===== config.mk =====
export PLATFORM = sky130hd
export DESIGN_NAME = shift_seq_ctrl
export DESIGN_NICKNAME = d
export VERILOG_FILES = /design/src/rtl/shift_seq_ctrl.sv
export SDC_FILE = /design/constraint.sdc
export NUM_CORES = 1
export LEC_CHECK = 0
export ABC_AREA = 1
export CELL_PAD_IN_SITES_DETAIL_PLACEMENT = 1
export CELL_PAD_IN_SITES_GLOBAL_PLACEMENT = 1
export CORE_AREA = 5 5 58 60
export DETAILED_ROUTE_END_ITERATION = 8
export DIE_AREA = 0 0 63 65
export PLACE_DENSITY = 0.69
export RECOVER_POWER = 25
export SYNTH_ARGS = -nofsm -noshare
export SYNTH_HDL_FRONTEND = slang
export SYNTH_SLANG_ARGS = --single-unit

===== constraint.sdc =====
create_clock -name clk -period 1.7 [get_ports clk]
set_clock_uncertainty 0.1 [all_clocks]
set_input_delay 0.17 -clock clk [delete_from_list [all_inputs] [get_ports clk]]
set_output_delay 0.17 -clock clk [all_outputs]
set_load 0.05 [all_outputs]

===== src/rtl/shift_seq_ctrl.sv =====
// Sequencer for an external N-bit shift register: accepts a word/direction/length
// command, issues one load strobe, the requested number of shift strobes, then a done pulse.
module shift_seq_ctrl #(
  parameter int N  = 4,
  parameter int CW = 3
) (
  input  logic          clk,
  input  logic          rst,
  input  logic          cmd_valid,
  output logic          cmd_ready,
  input  logic [N-1:0]  cmd_data,
  input  logic          cmd_dir,
  input  logic [CW-1:0] cmd_len,
  input  logic          stall,
  input  logic          abort,
  output logic          sr_clr,
  output logic          sr_load,
  output logic          sr_left,
  output logic          sr_right,
  output logic [N-1:0]  sr_pdata,
  output logic          busy,
  output logic          done,
  output logic [CW-1:0] remaining,
  output logic [2:0]    state_dbg
);

  localparam logic [2:0] IDLE  = 3'd0;
  localparam logic [2:0] LOAD  = 3'd1;
  localparam logic [2:0] SHIFT = 3'd2;
  localparam logic [2:0] DONE  = 3'd3;
  localparam logic [2:0] CLEAR = 3'd4;

  localparam logic [CW-1:0] FULL_LEN = CW'(N);

  logic [2:0]    state;
  logic [2:0]    state_nxt;
  logic          dir_q;
  logic [CW-1:0] len_norm;
  logic          accept;
  logic          shift_go;
  logic          abortable;

  // Handshake: a command transfers on any rising edge where cmd_valid and
  // cmd_ready are both high; cmd_ready depends only on state, never on cmd_valid.
  assign accept    = cmd_valid & cmd_ready;
  assign shift_go  = (state == SHIFT) & ~stall;
  assign abortable = (state == LOAD) | (state == SHIFT) | (state == DONE);

  // Zero or out-of-range lengths mean a full-width shift.
  always_comb begin
    len_norm = cmd_len;
    if ((cmd_len == '0) || (cmd_len > FULL_LEN)) len_norm = FULL_LEN;
  end

  always_comb begin
    state_nxt = state;
    case (state)
      IDLE:    if (accept) state_nxt = LOAD;
      LOAD:    state_nxt = abort ? CLEAR : SHIFT;
      SHIFT: begin
        if (abort)                                   state_nxt = CLEAR;
        else if (!stall && (remaining <= CW'(1)))    state_nxt = DONE;
      end
      DONE:    state_nxt = abort ? CLEAR : IDLE;
      CLEAR:   state_nxt = IDLE;
      default: state_nxt = IDLE;
    endcase
  end

  always_ff @(posedge clk or negedge rst) begin
    if (!rst) begin
      state     <= IDLE;
      sr_pdata  <= '0;
      dir_q     <= 1'b0;
      remaining <= '0;
    end else begin
      state <= state_nxt;
      if (accept) begin
        sr_pdata  <= cmd_data;
        dir_q     <= cmd_dir;
        remaining <= len_norm;
      end else if (abort && abortable) begin
        remaining <= '0;
      end else if (shift_go && (remaining != '0)) begin
        remaining <= remaining - CW'(1);
      end
    end
  end

  // Strobes come from registered state; only stall gates the shift strobe.
  assign cmd_ready = (state == IDLE);
  assign busy      = (state != IDLE);
  assign done      = (state == DONE);
  assign sr_clr    = (state == CLEAR);
  assign sr_load   = (state == LOAD);
  assign sr_left   = shift_go & ~dir_q;
  assign sr_right  = shift_go & dir_q;
  assign state_dbg = state;

endmodule


==> metrics.txt <==
CTS sink cnt=11; Pwr Total=2.63 mW; total global-route track usage=0.112; layout cell share with drive strength beyond 1=0.346; via/cell ratio=between 4 and 5; VDD IR max=about 1.2 mV; f_max=about 0.62 GHz; 1st-iter DRT viols=16; critical path type=reg -> out; Syn Area/Cell=between 7 and 8 um^2; fin worst setup slack=0.0827 ns; min-delay worst type=in -> async; headroom to the max-slew limit=0.663; Mapped Nets=118; CP required=between 1 and 1.5 ns; Slew @ Worst Pin=between 0.5 and 0.6 ns; CP max FO=2; RSZ-0062 raised after global routing=false; cell area after synthesis=729 um^2; Final period util=0.951; Cell Rows=20; Seq/Total Area, Yosys=0.377; final hold vios=0; buffers added on ports=29; Post-DRT Antenna Nets=0; Num CTS Buffers=3; grt ovf=0; clk_lat worst skew=between 0.2 and 0.3 ns; Worst setup SP type=register; post-synthesis cell type count=19; setup_tns=0 ns; Die X=roughly 63 um; Die Ht=roughly 65 um; clk root buf=clkbuf_4; Wirelength per Cell=12.4 um; core area=roughly 2900 um^2; drt drc=0; worst hold slack=0.198 ns; DR pass1 iterations=4; crit end category=output port; Final Net Count=~150; clk buf depth=2; Initial Utilization=0.253; vias in the first global route=about 850; vias=740; post-synth top area share=0.377; drt total wl=2100 um; synthesis-stage register bit count=11; Power per Cell Area=between 2000 and 2500 nW/um^2; final max-slew violation count=0; CTS tree=done; post-layout min period=between 1.5 and 2 ns; Leakage=0.615 nW; Syn Inst Count=a little over 100; status=completed; GP Congestion=0.767; Max-cap violations=0; clock transition at the registers of the reported paths=0.08 ns; yosys warns=0; global-route wire length before repair=about 3700 um; CTS H-tree depth=1; Core Util, Final=0.415; largest net degree at the start of global routing=12; Synth area leader=dfrtp_1; Ports=30; Setup WS pre-CTS=approximately 0.17 ns; final setup violation count=0; # diodes=0; Detailed Place HPWL=1790 um; CP Data Arrival Time=~1.4 ns; antenna violations before repair=0; top cells by area, synth=dfrtp_1 38%, nand2_1 17%, inv_1 7.7%; die area=a little over 4000 um^2; Syn-to-layout area delta=63.8%
-- registers in the layout, summed over array words and instances (netlist names) --
name,cells
sr_pdata,4
dir_q,1
state_dbg,3
remaining,3
-- per-layer routing --
| metal | global-route usage | wire length, um |
|---|---|---|
| met1 | 0.114 | 800 |
| met2 | 0.224 | 1160 |
| met3 | 0.0295 | 114 |
| met4 | 0.0239 | 20 |
| met5 | 0 | 0 |
-- timing repair --
action                     in CTS  in global routing
setup endpoints to repair       2                  2
hold buffers                    0                  0
setup buffers                   2                  0
resized for setup               2                  4
pin swaps                       1                  1
-- cell usage after synthesis --
cell	count
dfrtp_1	11
ha_1	4
inv_1	15
inv_2	3
inv_4	1
inv_6	1
nand2_1	33
nand2_2	2
nand2_4	2
nand3_1	6
nand3_4	1
nand4_2	1
nor2_1	12
nor2_2	2
nor2_4	1
nor3_1	2
o21a_1	1
o21ai_0	2
or2_2	1
-- final timing paths --
check	start	endpoint	slack, ns	depth (start not counted)
max	state_dbg[2]$_DFFE_PN0P_	sr_right	0.08	6
min	rst	sr_pdata[2]$_DFFE_PN0P_	0.20	1
max reg2reg	state_dbg[1]$_DFFE_PN0P_	remaining[1]$_DFFE_PN0P_	0.26	8
min reg2reg	sr_pdata[2]$_DFFE_PN0P_	sr_pdata[2]$_DFFE_PN0P_	0.39	2
max in group asynchronous	rst	state_dbg[1]$_DFFE_PN0P_	0.93	1
min in group clk	cmd_data[2]	sr_pdata[2]$_DFFE_PN0P_	0.33	3
-- cell families (layout without fill, tap and decap cells) --
family	count (synthesis)	count (layout)	synth area share
and+or+nand+nor	63	63	0.417
buffers and inverters	20	55	0.113
DFF	11	11	0.377
AOI/OAI and AO/OA	3	3	0.0240
adders and majority gates	4	4	0.0686
-- power breakdown --
part           switching [mW]  internal, mW
registers               0.121         0.390
logic                    1.24         0.689
clock network          0.0921        0.0909
total                    1.46          1.17
-- layout make-up --
| class | instances | area (um^2) |
|---|---|---|
| Fill cell | 349 | 1680 |
| Multi-Input combinational cell | 70 | 409 |
| Timing Repair Buffer | 31 | 350 |
| Sequential cell | 11 | 279 |
| Inverter | 20 | 88.8 |
| Tap cell | 33 | 41.3 |
| Clock buffer | 4 | 26.3 |
-- stage by stage --
| step | instance area, um^2 | cells |
|---|---|---|
| 2_1_floorplan | 757 | 101 |
| 3_3_place_gp | 1130 | 163 |
| 3_5_place_dp | 1130 | 163 |
| 4_1_cts | 1180 | 169 |
| 5_1_grt | 1190 | 169 |
| 6_report | 1190 | 169 |
-- worst max-delay path, stage by stage (launching register included) --
cell and delay, ns:
dfrtp_2 0.43, nor2_4 0.12, nand2_1 0.10, inv_2 0.08
nand2_2 0.09, nor2_4 0.12, buf_12 0.14
-- layout by cell type (no fill, tap or decap) --
cell type        instances
buf_12                   7
nand4_2                  1
inv_1                   13
nor3_2                   2
inv_4                    2
inv_6                    1
nand3_1                  6
clkdlybuf4s50_1         11
nand2_2                  2
inv_2                    3
nand2_4                  3
clkbuf_1                 1
dlygate4sd3_1            1
o21a_1                   1
clkinvlp_4               1
buf_4                   12
nor2_4                   4
clkbuf_4                 3
nand2_1                 32
o21ai_0                  2
dfrtp_2                  3
nor2_1                  10
or2_2                    1
nor2_2                   1
ha_1                     4
dfrtp_1                  8
nand3_4                  1
(Power assumes the default switching activity.)
